===== src/rtl/flash_spi_reader.sv =====
// Single-bit SPI flash READ (0x03) engine driving the flash pads; returns 32-bit words, first byte in [7:0].
// Latency accept->rd_data_valid is 2 + 128*CLK_DIV cycles (2 + 64*CLK_DIV on a FLASH_SPI_CONT_READ_EN sequential hit).
// Backpressure: rd_ready only in IDLE (and HOLD with FLASH_SPI_CONT_READ_EN); requester holds rd_valid until taken.
module flash_spi_reader #(
    parameter int CLK_DIV  = 2,
    parameter int CSB_HIGH = 4
) (
    input  logic        wb_clk_i,
    input  logic        wb_rst_i,
    input  logic        rd_valid,
    output logic        rd_ready,
    input  logic [23:0] rd_addr,
    output logic        rd_data_valid,
    output logic [31:0] rd_data,
    output logic        busy,
    output logic        flash_csb_core,
    output logic        flash_clk_core,
    output logic        flash_csb_oeb_core,
    output logic        flash_clk_oeb_core,
    output logic        flash_io0_oeb_core,
    output logic        flash_io1_oeb_core,
    output logic        flash_io0_ieb_core,
    output logic        flash_io1_ieb_core,
    output logic        flash_io0_do_core,
    output logic        flash_io1_do_core,
    input  logic        flash_io1_di_core
);
    localparam int GW = (CSB_HIGH > 1) ? $clog2(CSB_HIGH) : 1;
    localparam logic [GW-1:0] GAP_LAST = GW'(CSB_HIGH - 1);
    localparam logic [GW-1:0] GAP_ONE  = GW'(1);
    localparam logic [3:0]    DIV_LAST = 4'(CLK_DIV - 1);

    typedef enum logic [2:0] {
        S_GAP,
        S_IDLE,
        S_SHIFT_OUT,
        S_SHIFT_IN,
`ifdef FLASH_SPI_CONT_READ_EN
        S_HOLD,
`endif
        S_DONE
    } state_t;

    state_t         state_q, state_d;
    logic [GW-1:0]  gap_cnt_q, gap_cnt_d;
    logic [3:0]     div_cnt_q, div_cnt_d;
    logic [4:0]     bit_cnt_q, bit_cnt_d;
    logic           sck_q, sck_d;
    logic           csb_q, csb_d;
    logic           io0_q, io0_d;
    logic           busy_q, busy_d;
    logic           rd_data_valid_q, rd_data_valid_d;
    logic [31:0]    rd_data_q, rd_data_d;
    logic [30:0]    sr_q, sr_d;
    logic [31:0]    rx_q, rx_d;
    logic           start;
    logic [23:0]    start_addr;
    logic           half_end;
`ifdef FLASH_SPI_CONT_READ_EN
    logic [23:0]    last_addr_q, last_addr_d;
    logic [23:0]    pend_addr_q, pend_addr_d;
    logic           pend_q, pend_d;
`endif

    always_comb begin
        state_d         = state_q;
        gap_cnt_d       = gap_cnt_q;
        div_cnt_d       = div_cnt_q;
        bit_cnt_d       = bit_cnt_q;
        sck_d           = sck_q;
        csb_d           = csb_q;
        io0_d           = io0_q;
        busy_d          = busy_q;
        rd_data_valid_d = 1'b0;
        rd_data_d       = rd_data_q;
        sr_d            = sr_q;
        rx_d            = rx_q;
        start           = 1'b0;
        start_addr      = rd_addr;
        half_end        = (div_cnt_q == DIV_LAST);
`ifdef FLASH_SPI_CONT_READ_EN
        last_addr_d     = last_addr_q;
        pend_addr_d     = pend_addr_q;
        pend_d          = pend_q;
`endif
        case (state_q)
            S_GAP: begin
                csb_d = 1'b1;
                sck_d = 1'b0;
                io0_d = 1'b0;
                if (gap_cnt_q == GAP_LAST) begin
                    gap_cnt_d = '0;
                    state_d   = S_IDLE;
`ifdef FLASH_SPI_CONT_READ_EN
                    if (pend_q) begin
                        start      = 1'b1;
                        start_addr = pend_addr_q;
                        pend_d     = 1'b0;
                    end
`endif
                end else begin
                    gap_cnt_d = gap_cnt_q + GAP_ONE;
                end
            end
            S_IDLE: begin
                if (rd_valid) start = 1'b1;
            end
            S_SHIFT_OUT, S_SHIFT_IN: begin
                if (half_end) begin
                    div_cnt_d = 4'd0;
                    sck_d     = ~sck_q;
                    if (!sck_q) begin
                        if (state_q == S_SHIFT_IN) rx_d = {rx_q[30:0], flash_io1_di_core};
                    end else begin
                        // Falling SCK closes a bit: advance MOSI, or finish the phase.
                        bit_cnt_d = bit_cnt_q + 5'd1;
                        if (state_q == S_SHIFT_OUT) begin
                            io0_d = sr_q[30];
                            sr_d  = {sr_q[29:0], 1'b0};
                            if (bit_cnt_q == 5'd31) begin
                                state_d = S_SHIFT_IN;
                                io0_d   = 1'b0;
                            end
                        end else if (bit_cnt_q == 5'd31) begin
                            state_d = S_DONE;
                        end
                    end
                end else begin
                    div_cnt_d = div_cnt_q + 4'd1;
                end
            end
            S_DONE: begin
                sck_d           = 1'b0;
                busy_d          = 1'b0;
                rd_data_valid_d = 1'b1;
                rd_data_d       = {rx_q[7:0], rx_q[15:8], rx_q[23:16], rx_q[31:24]};
`ifdef FLASH_SPI_CONT_READ_EN
                state_d         = S_HOLD;
`else
                csb_d           = 1'b1;
                state_d         = S_GAP;
`endif
            end
`ifdef FLASH_SPI_CONT_READ_EN
            S_HOLD: begin
                if (rd_valid) begin
                    busy_d = 1'b1;
                    if (rd_addr == last_addr_q + 24'd4) begin
                        state_d     = S_SHIFT_IN;
                        div_cnt_d   = 4'd0;
                        sck_d       = 1'b0;
                        bit_cnt_d   = 5'd0;
                        last_addr_d = rd_addr;
                    end else begin
                        state_d     = S_GAP;
                        gap_cnt_d   = '0;
                        csb_d       = 1'b1;
                        pend_d      = 1'b1;
                        pend_addr_d = rd_addr;
                    end
                end
            end
`endif
            default: state_d = S_GAP;
        endcase

        if (start) begin
            state_d   = S_SHIFT_OUT;
            csb_d     = 1'b0;
            busy_d    = 1'b1;
            div_cnt_d = 4'd0;
            bit_cnt_d = 5'd0;
            sck_d     = 1'b0;
            // Command MSB (bit 7 of 0x03) is 0 and goes out first; the rest waits in sr.
            io0_d     = 1'b0;
            sr_d      = {7'h03, start_addr};
`ifdef FLASH_SPI_CONT_READ_EN
            last_addr_d = start_addr;
`endif
        end
    end

    always_ff @(posedge wb_clk_i) begin
        if (wb_rst_i) begin
            state_q         <= S_GAP;
            gap_cnt_q       <= '0;
            div_cnt_q       <= 4'd0;
            bit_cnt_q       <= 5'd0;
            sck_q           <= 1'b0;
            csb_q           <= 1'b1;
            io0_q           <= 1'b0;
            busy_q          <= 1'b0;
            rd_data_valid_q <= 1'b0;
            rd_data_q       <= 32'd0;
            sr_q            <= 31'd0;
            rx_q            <= 32'd0;
`ifdef FLASH_SPI_CONT_READ_EN
            last_addr_q     <= 24'd0;
            pend_addr_q     <= 24'd0;
            pend_q          <= 1'b0;
`endif
        end else begin
            state_q         <= state_d;
            gap_cnt_q       <= gap_cnt_d;
            div_cnt_q       <= div_cnt_d;
            bit_cnt_q       <= bit_cnt_d;
            sck_q           <= sck_d;
            csb_q           <= csb_d;
            io0_q           <= io0_d;
            busy_q          <= busy_d;
            rd_data_valid_q <= rd_data_valid_d;
            rd_data_q       <= rd_data_d;
            sr_q            <= sr_d;
            rx_q            <= rx_d;
`ifdef FLASH_SPI_CONT_READ_EN
            last_addr_q     <= last_addr_d;
            pend_addr_q     <= pend_addr_d;
            pend_q          <= pend_d;
`endif
        end
    end

`ifdef FLASH_SPI_CONT_READ_EN
    assign rd_ready = (state_q == S_IDLE) || (state_q == S_HOLD);
`else
    assign rd_ready = (state_q == S_IDLE);
`endif
    assign rd_data_valid      = rd_data_valid_q;
    assign rd_data            = rd_data_q;
    assign busy               = busy_q;
    assign flash_csb_core     = csb_q;
    assign flash_clk_core     = sck_q;
    assign flash_io0_do_core  = io0_q;
    assign flash_csb_oeb_core = 1'b0;
    assign flash_clk_oeb_core = 1'b0;
    assign flash_io0_oeb_core = 1'b0;
    assign flash_io1_oeb_core = 1'b1;
    assign flash_io0_ieb_core = 1'b1;
    assign flash_io1_ieb_core = 1'b0;
    assign flash_io1_do_core  = 1'b0;
endmodule


===== config.mk =====
export PLATFORM = sky130hd
export DESIGN_NAME = flash_spi_reader
export DESIGN_NICKNAME = d
export VERILOG_FILES = /design/src/rtl/flash_spi_reader.sv
export SDC_FILE = /design/constraint.sdc
export NUM_CORES = 1
export LEC_CHECK = 0
export BUFFER_PORTS_ARGS = -buffer_cell sky130_fd_sc_hd__buf_2
export CAP_MARGIN = 20
export CELL_PAD_IN_SITES_DETAIL_PLACEMENT = 0
export CELL_PAD_IN_SITES_GLOBAL_PLACEMENT = 1
export CORE_UTILIZATION = 41
export DETAILED_ROUTE_END_ITERATION = 10
export PLACE_DENSITY_LB_ADDON = 0.1
export SKIP_LAST_GASP = 1
export SLEW_MARGIN = 0
export SYNTH_ARGS = -nofsm -noshare
export SYNTH_HDL_FRONTEND = slang
export SYNTH_SLANG_ARGS = --single-unit

===== constraint.sdc =====
create_clock -name wb_clk_i -period 1.7 [get_ports wb_clk_i]
set_input_delay 0.17 -clock wb_clk_i [delete_from_list [all_inputs] [get_ports wb_clk_i]]
set_output_delay 0.17 -clock wb_clk_i [all_outputs]
set_load 0.01 [all_outputs]

==> impl_metrics.py <==
metrics = {
    "critical_path": {
        "r2r_setup_slack_ns": 0.06,
        "required_ns": 2.08,
        "slowest_stage": "dfxtp_2",
        "r2r-start": "div_cnt_q[3]",
        "cpPeakStageDelay_ns": 0.34,
        "crit_family": "buffers and inverters",
        "crit_type": "flip-flop to flip-flop",
        "cp_max_fo": 15,
        "path_cells": "nor4b_4 -> buf_4 -> buf_4 -> nand4_1 -> buf_6 -> clkbuf_16 -> nor2_1 -> nor4_2",
        "cp-startpoint": "div_cnt_q[3]",
        "startpoint_type": "flip-flop",
        "reg2reg_depth": 8,
        "r2r_end": "sr_q[9]",
        "critical_path_arrival_ns": 2.02,
        "crit_buf_inv": 4,
        "cp-end-kind": "flip-flop",
        "crit_top_cell": "buf_4",
    },
    "worst_hold_path": {
        "whs_endpoint": "gap_cnt_q[0]",
        "hold_path_class": "primary input to flip-flop",
        "holdCritStartpoint": "wb_rst_i",
        "min_path_cells": 2,
    },
    "cells_and_area": {
        "antennaDiodeCount": 0,
        "drive_gt1_share_pct": 25.8,
        "final_common_cell": "nand2_1",
        "final-seq-area_mm2": 0.00228,
        "final_cells": 790,
        "num-fill-cells": 966,
        "nNetsFinal": 672,
        "multi_input_area_mm2": 0.00204,
        "final_cell_mix": "nand2_1, dfxtp_1, a21oi_1",
        "syn2layout_area_growth_pct": 32.7,
    },
    "sta": {
        "skew_ns": 0.0130,
        "tightestPinTransition_ns": 0.553,
        "finalSetupViolCount": 0,
        "timing.slew.headroom_pct": 62.9,
        "fmax_ghz": 0.611,
        "fin_crit_sh_pct": 96.3,
        "min_period_ns": 1.64,
        "grt_setup_unrepaired": "true",
        "finalMaxSlewViolations": 0,
        "finalHoldViolations": 0,
        "tns_ns": 0,
    },
    "logic_synthesis": {
        "synthCells": 551,
        "avgSynthCellArea_um2": 8.20,
        "synthMuxAreaShare_pct": 0.886,
        "synth_top_family_by_area": "simple AND/OR/NAND/NOR gates",
        "synth-compound-area-share_pct": 9.30,
        "yosys.area_share.xor_xnor_pct": 1.16,
        "yosysWarnings": 0,
        "synthAdderAreaFrac_pct": 0.831,
        "ys_seq_area_share_pct": 50.5,
        "yosysUniqueCellTypes": 35,
        "ys_ff_latch": 114,
        "synthesis.area_mm2": 0.00452,
        "synth-simple-area-share_pct": 31.2,
    },
    "global_route": {
        "antenna_found_initial": 0,
        "globalRouteTotalUtil_pct": 18.3,
        "grt_pass1_wl_mm": 16.7,
        "grt_max_degree": 68,
        "global_route.overflow_total": 0,
        "grt_pass1_vias": 3792,
    },
    "flow_run": {
        "maxCapViolCount": 0,
    },
    "cts": {
        "cts.sinks": 114,
        "cts_buffers": 17,
        "clk_latency_ns": 0.50,
        "clk_pin_slew_ns": 0.06,
        "cts_buffer_depth": 2,
        "clk_root_buffer_cell": "clkbuf_8",
        "htree_levels": 4,
        "cts_tree": "yes",
    },
    "drt": {
        "via_per_inst": 4.89,
        "drt_first_pass_iters": 4,
        "drt_iter0_markers": 179,
        "wl_mm": 10.0,
        "drt.antenna.violating_nets": 0,
        "vias": 3861,
        "drc_errors": 0,
        "drt-wirelength-per-cell_um": 12.7,
    },
    "outcome": {
        "status": "finished, final reports clean",
    },
    "power_and_ir_drop": {
        "p_per_area_mw_per_mm2": 1200,
        "ir_worst_vdd_v": 0.000547,
        "power_leakage_nw": 2.33,
    },
    "floorplan": {
        "die-area_mm2": 0.0114,
        "design.core.area_mm2": 0.0105,
        "row_count": 37,
        "ios": 73,
        "die_x_um": 107,
        "die_h_um": 107,
        "start_util_pct": 43.0,
    },
    "placed_design": {
        "io_buffers": 65,
        "gp_congestion": 0.800,
        "dpl.hpwl_mm": 5.88,
        "dp.cells": 727,
    },
}
[worst max-delay path by stage]
| stage | endpoint | cells after the start |
|---|---|---|
| floorplan | sr_q[20] | 7 |
| global placement | state_q[0] | 5 |
| finish | sr_q[9] | 8 |
| detailed placement | state_q[0] | 5 |
| CTS | state_q[0] | 6 |
| global route | sr_q[16] | 8 |
[metrics by stage]
| step | hold slack (ns) | setup slack, ns | total power [mW] | util, % | instance area (um2) |
|---|---|---|---|---|---|
| after floorplan | 0.306 | 0.0786 | 3.47 | - | 4540 |
| after global placement | 0.418 | 0.0687 | 3.65 | 47.6 | 5000 |
| after detailed placement | 0.433 | 0.00546 | 3.68 | 47.6 | 5000 |
| after CTS | 0.0209 | 0.0318 | 7.28 | 55.9 | 5870 |
| after global routing | 0.0332 | -0.0334 | 7.53 | 57.1 | 6000 |
| final | 0.0458 | 0.0622 | 7.20 | 57.1 | 6000 |
[cells by family after synthesis]
logic type,after synthesis
adder cells (fa/ha/maj),3
other,2
AND/OR/NAND/NOR,288
multiplexers,4
flip-flops,114
AO/OA/AOI/OAI,82
XOR/XNOR,6
buffers and inverters,52
[cell usage after synthesis, drive strengths merged]
master	number	share of area (%)
a2111oi	2	0.39
a21oi	78	8.6
and2	2	0.28
and3	1	0.14
and4	1	0.19
and4b	1	0.22
buf	23	3.5
clkbuf	28	2.3
conb	2	0.17
dfxtp	114	50
ha	3	0.83
inv	1	0.083
mux2i	4	0.89
nand2	143	12
nand2b	1	0.14
nand3	6	0.78
nand3b	4	0.66
nand4	3	0.42
nand4b	1	0.19
nor2	67	5.6
nor2b	1	0.14
nor3	31	3.4
nor3b	1	0.28
nor4	23	6.2
nor4b	1	0.53
o21ai	1	0.11
o21bai	1	0.17
or3	1	0.14
xnor2	2	0.39
xor2	4	0.78
[final cells by class]
class                           count  share of cell area [%]
Sequential cell                   114                    38.1
Multi-Input combinational cell    390                    34.1
Timing Repair Buffer              117                    14.9
Clock buffer                       20                    7.43
Tap cell                          136                    2.84
Clock inverter                     12                    2.59
Inverter                            1                  0.0626
[sequential cells by signal, summed over array words and instances, names as in the netlist]
register / flops
busy: 1
rx_q: 32
bit_cnt_q: 5
rd_data_valid: 1
state_q: 3
div_cnt_q: 4
sr_q: 31
gap_cnt_q: 2
flash_clk_core: 1
flash_csb_core: 1
flash_io0_do_core: 1
rd_data: 32
[power by group]
part           internal (mW)  total (mW)  switching (mW)
logic                  0.370       0.796           0.426
registers               2.81        2.90          0.0851
clock network           2.31        3.51            1.20
total                   5.49        7.20            1.71
[repair_timing]
| action | 4_1_cts | 5_1_grt |
|---|---|---|
| pin swaps | 2 | 3 |
| resized for setup | 0 | 25 |
| endpoints found under the hold margin | 25 | 0 |
| buffers inserted | 2 | 2 |
| cloned | 0 | 2 |
| endpoints found under the setup margin | 1 | 27 |
| hold buffers | 25 | 0 |
[per-layer routing]
layer | up-vias | share of wire, % | wire length [um] | track usage (%)
li1 | 1998 | - | - | -
met1 | 1792 | 50 | 4980 | 23.0
met2 | 67 | 46 | 4650 | 29.9
met3 | 4 | 3.5 | 353 | 5.23
met4 | 0 | 0.51 | 51 | 6.36
met5 | - | 0 | 0 | 0
Note: power is estimated with default switching activity, not from simulation.
